--- src/rtl/reg_file_onehot.sv ---
// reg_file_onehot
//
// MIPS general-purpose register file for the multicycle datapath.
// DEPTH = 2**ADDR_W registers of WIDTH bits. Register 0 is hardwired to zero.
// The write address is decoded into a one-hot enable vector internally. A registered
// copy of the last committed one-hot write and a saturating committed-write counter
// are exposed for debug visibility.
//
// Optional build macro: REG_FILE_BYPASS_EN
//   defined   - read ports forward write_data when the same non-zero register is
//               being written in the same cycle.
//   undefined - reads always return stored contents.
//
// Ports:
//   clk          in   rising-edge clock
//   rst_n        in   asynchronous active-low reset
//   reg_write    in   write strobe
//   write_r      in   [ADDR_W-1:0] destination register
//   write_data   in   [WIDTH-1:0]  write data
//   read_r1/2    in   [ADDR_W-1:0] read addresses
//   read_data1/2 out  [WIDTH-1:0]  combinational read data
//   write_onehot out  [DEPTH-1:0]  decoded write enables (bit 0 always 0)
//   last_write   out  [DEPTH-1:0]  one-hot vector of the last committed write
//   write_count  out  [CNT_W-1:0]  saturating count of committed writes

module reg_file_onehot #(
  parameter int unsigned WIDTH  = 32,
  parameter int unsigned ADDR_W = 5,
  parameter int unsigned CNT_W  = 16,
  localparam int unsigned DEPTH = 2 ** ADDR_W
) (
  input  logic              clk,
  input  logic              rst_n,
  input  logic              reg_write,
  input  logic [ADDR_W-1:0] write_r,
  input  logic [WIDTH-1:0]  write_data,
  input  logic [ADDR_W-1:0] read_r1,
  input  logic [ADDR_W-1:0] read_r2,
  output logic [WIDTH-1:0]  read_data1,
  output logic [WIDTH-1:0]  read_data2,
  output logic [DEPTH-1:0]  write_onehot,
  output logic [DEPTH-1:0]  last_write,
  output logic [CNT_W-1:0]  write_count
);

  logic [WIDTH-1:0] regs_q [DEPTH];
  logic [WIDTH-1:0] regs_d [DEPTH];
  logic [DEPTH-1:0] last_write_q, last_write_d;
  logic [CNT_W-1:0] write_count_q, write_count_d;
  logic             write_commit;

  // Address decode. Bit 0 is forced low so register 0 can never be enabled.
  always_comb begin
    write_onehot = '0;
    for (int k = 1; k < DEPTH; k++) begin
      write_onehot[k] = reg_write && (write_r == ADDR_W'(k));
    end
  end

  assign write_commit = |write_onehot;

  // Next-state for the storage array; entry 0 stays at its reset value of zero.
  always_comb begin
    regs_d = regs_q;
    for (int k = 1; k < DEPTH; k++) begin
      if (write_onehot[k]) begin
        regs_d[k] = write_data;
      end
    end
  end

  // Debug state only moves on a committed (non-zero register) write.
  always_comb begin
    last_write_d  = last_write_q;
    write_count_d = write_count_q;
    if (write_commit) begin
      last_write_d = write_onehot;
      if (write_count_q != {CNT_W{1'b1}}) begin
        write_count_d = write_count_q + CNT_W'(1);
      end
    end
  end

  always_ff @(posedge clk or negedge rst_n) begin
    if (!rst_n) begin
      for (int k = 0; k < DEPTH; k++) begin
        regs_q[k] <= '0;
      end
      last_write_q  <= '0;
      write_count_q <= '0;
    end else begin
      regs_q        <= regs_d;
      last_write_q  <= last_write_d;
      write_count_q <= write_count_d;
    end
  end

`ifdef REG_FILE_BYPASS_EN
  // Forward in-flight write data. Gated by rst_n so reads stay zero during reset,
  // and by write_r != 0 so register 0 always reads zero.
  logic fwd1, fwd2;
  assign fwd1 = rst_n && reg_write && (write_r != '0) && (read_r1 == write_r);
  assign fwd2 = rst_n && reg_write && (write_r != '0) && (read_r2 == write_r);

  always_comb begin
    read_data1 = fwd1 ? write_data : regs_q[read_r1];
    read_data2 = fwd2 ? write_data : regs_q[read_r2];
  end
`else
  always_comb begin
    read_data1 = regs_q[read_r1];
    read_data2 = regs_q[read_r2];
  end
`endif

  assign last_write  = last_write_q;
  assign write_count = write_count_q;

endmodule

--- config.mk ---
export PLATFORM = sky130hd
export DESIGN_NAME = reg_file_onehot
export DESIGN_NICKNAME = d
export VERILOG_FILES = /design/src/rtl/reg_file_onehot.sv
export SDC_FILE = /design/constraint.sdc
export NUM_CORES = 2
export LEC_CHECK = 0
export ABC_AREA = 1
export CAP_MARGIN = 20
export CORE_ASPECT_RATIO = 0.8
export CORE_UTILIZATION = 45
export CTS_CLUSTER_SIZE = 14
export DETAILED_ROUTE_END_ITERATION = 8
export PLACE_DENSITY_LB_ADDON = 0.3
export SLEW_MARGIN = 20
export SYNTH_ARGS = -nofsm -noshare
export SYNTH_HDL_FRONTEND = slang
export SYNTH_SLANG_ARGS = --single-unit
--- constraint.sdc ---
create_clock -name clk -period 5.6 [get_ports clk]
set_input_delay 1.4 -clock clk [delete_from_list [all_inputs] [get_ports clk]]
set_output_delay 1.4 -clock clk [all_outputs]
set_load 0.01 [all_outputs]
==> results by group <==
Placed design
  • Dpl hpwl: 119,000 um
  • Place WS: 0.357 ns
  • RePlAce Congestion: approximately 0.93
  • PortBufs: 191
  • DP Area: 58,700 um^2

Run status
  • Status: finished, final reports clean

STA
  • RSZ-0062 raised after global routing: no
  • Fin. Hold Viols: 0
  • Clk_skew: between 0.005 and 0.006 ns
  • Hold Slack: slightly below 0.5 ns
  • Slew margin rel.: 23.3%
  • Setup violators final: 0
  • Setup TNS Final: 0 ns
  • Crit share post-route: around 97%
  • Worst-Margin Slew: between 1 and 1.5 ns
  • Fmax: between 150 and 200 MHz
  • PnR worst setup slack: approximately 0.19 ns
  • Clock period minus worst slack: 5.41 ns
  • Slew Limit Fails: 0

Global route
  • GR Util All Layers: approximately a third
  • Grt ovf: 0
  • Initial antenna violation count: 3
  • First-pass GRT wire length: 320,000 um
  • GR Util met1: a little under half
  • Met3 usage: between 8 and 9%
  • Vias in the first global route: ~52,000
  • Routing usage on met2: around half
  • Pin count of the biggest net entering global routing: 166
  • Most crowded layer after global routing: met2

Floorplanning
  • Chip Height: roughly 320 um
  • FP Rows: between 100 and 150
  • I/O pins: 194
  • Die area: approximately 120,000 um^2
  • Core Box Area: 121,000 um^2
  • Chip width: between 300 and 400 um
  • Initial Utilization: 45.5%

Clock network
  • Clock Tree Buf Depth: 3
  • CTS clk-pin slew, worst paths: roughly 0.060 ns
  • Clock Root Buffer: clkbuf_16
  • CTS tree: yes
  • Worst-skew pair later-pin latency: between 0.7 and 0.8 ns
  • Sinks on Clock Net: 1,039
  • Post-CTS Hold Buffers: 0
  • Post_cts resized: 0
  • Total CTS buffers: approximately 110
  • H-tree depth: 3
  • Post-CTS Setup Bufs: 0

Synth
  • Synth cell types: 28
  • Synth Area in Adders: less than 1%
  • Sequential share of the synthesized area: a little under half
  • Mapped Area: between 50,000 and 60,000 um^2
  • Largest family of logic cells by synthesized area: compound AO/OA/AOI/OAI gates
  • Compound-Gate Fraction of Synth Area: 24.5%
  • Seq cells post-synth: a little over 1,000
  • XOR/XNOR Fraction of Synth Area: 0.190%
  • Synth Area per Inst: between 7 and 8 um^2
  • Yosys warning total: 0
  • Mapped Cells: between 7,000 and 8,000
  • Mux contribution to synthesized area: 0%
  • Post-Synth Simple-Gate Area: approximately 20%

Setup path
  • CP startpoint: read_r2[1]
  • Startpoint types: input pin
  • Worst-case reg-to-reg path depth: 9
  • CP Max Fanout: between 70 and 80
  • Required @ worst endpoint: roughly 4.2 ns
  • Largest stage delay, worst path: 0.62 ns
  • Critical Path Stages: 10
  • Critical path class: in2out
  • CP bufs+invs: 4
  • Critical path endpoint category: primary output
  • Crit path cell chain: buf_4, inv_8, buf_12, o21ai_0, o22ai_1, nand2_1, nand3_1, nand3_1, nand2_1, clkdlybuf4s50_1
  • Slowest cell on crit path: clkdlybuf4s50_1
  • R2R Path Start: write_count[0]
  • Cell family with most CP delay: buffers and inverters
  • Critical Path AT: approximately 4.0 ns

Finish
  • Area grow syn2layout: 13.0%
  • FF/Latch Area: ~26,000 um^2
  • Share of layout cells above drive strength 1: roughly 5.6%
  • Post-route cell area: 62,400 um^2
  • Multi-input logic area: around 25,000 um^2
  • Fillers: between 10,000 and 15,000
  • Final net count: 7,280

Worst hold path
  • Worst hold start: regs_q[905]
  • Hold Crit Class: reg2reg
  • Hold depth: 2

Drt
  • Routed WL: about 210,000 um
  • Via count: 55,400
  • Drt wl/cell: roughly 24 um
  • 1st-pass router iterations: 6
  • DRC: 0
  • Vias per Instance: about 6.2
  • 1st-iter DRT viols: between 8,000 and 9,000
  • Final antenna-violating net count: 0

Pwr
  • Max IR drop VDD: between 0.0002 and 0.0003 V
  • LEAKAGE: ~0.028 uW
  • Pwr dens: 347 nW/um^2

Job
  • Max-cap viol count: 0
==> kinds of logic after synthesis <==
group           count (synthesis)
simple gates                 2722
flops                        1039
fa+ha+maj                       1
compound gates               2497
xor+xnor                       12
other cells                     1
buf+inv                      1174
==> metal layers <==
metal	up-vias	wire (um)	share of wire, %
li1	24600	-	-
met1	26500	85100	40
met2	3762	89300	42
met3	585	26700	13
met4	2	9610	4.6
met5	-	14	0.0066
==> worst register-to-register path, stage by stage, from the launching register on <==
cell	delay, ns
dfrtp_1	0.42
ha_1	0.22
inv_1	0.07
nor2_1	0.31
nand3_1	0.12
nor2_1	0.19
inv_1	0.28
nand2_2	0.33
nand2_1	0.10
nand2_1	0.07
==> metrics by stage <==
step / total power, uW / std cells / util, %
2_1_floorplan: 12500 / 7447 / -
3_3_place_gp: 13900 / 8745 / 48.4
3_5_place_dp: 14100 / 8745 / 48.4
4_1_cts: 21600 / 8942 / 51.4
5_1_grt: 22700 / 8943 / 51.4
6_report: 21700 / 8945 / 51.4
==> placed cells by master (no fill, tap or decap), types with 3 or more instances in the layout <==
master	n
o21ai_0	1550
bufinv_16	12
dfrtp_1	1039
nor2_1	292
nand3_4	10
inv_2	17
o21ai_1	19
nand4_1	4
nand2_1	1793
inv_6	5
xor2_1	6
clkbuf_8	20
clkbuf_1	23
nand2_2	8
xnor2_1	6
o2111ai_1	32
clkinv_8	3
nor2_4	5
clkdlybuf4s50_1	180
diode_2	3
clkinv_2	28
inv_1	460
nand3_1	604
a21oi_1	484
buf_12	65
clkbuf_16	108
o211ai_1	287
o22ai_1	124
buf_8	3
buf_4	110
==> report_power, final <==
part           internal, uW  switching (uW)
logic                  1530            2640
registers              8900            1030
clock network          4360            3210
total                 14800            6880
==> flip-flops by register name, summed over array words and instances, names as in the netlist <==
| signal | count |
|---|---|
| last_write | 31 |
| regs_q | 992 |
| write_count | 16 |
==> cell type report <==
cell class | count | area share, %
diodes | 3 | 0.0120
multi-input cells | 5234 | 39.8
flip-flops and latches | 1039 | 41.7
clock buffers | 151 | 4.91
inverters | 486 | 2.98
well taps | 1624 | 3.26
clock inverters | 46 | 0.933
repair buffers | 362 | 6.42
==> final timing paths <==
path,slack (ns),endpoint
max,0.19,read_data2[16]
min,0.49,regs_q[905]
max reg2reg,3.45,write_count[5]
min reg2reg,0.49,regs_q[905]
max in group asynchronous,3.48,regs_q[291]
min in group asynchronous,0.69,regs_q[514]
==> synthesized netlist by cell type, drive strengths merged <==
cell     count  area share, %
dfrtp     1039             47
nand2     1803             12
nand4        4          0.045
clkbuf     528            3.6
xor2         6          0.095
a21oi      484            4.4
a41o         1          0.018
clkinv       1         0.0068
nor3         2          0.018
o211ai     287            3.9
buf        160            1.3
o21ai     1569             14
xnor2        6          0.095
ha           1          0.023
o22ai      124            1.4
conb         1         0.0068
inv        485            3.3
nand3      614            5.6
nor2       299            2.1
o2111ai     32           0.51
Power figures use the tool's default switching activity.
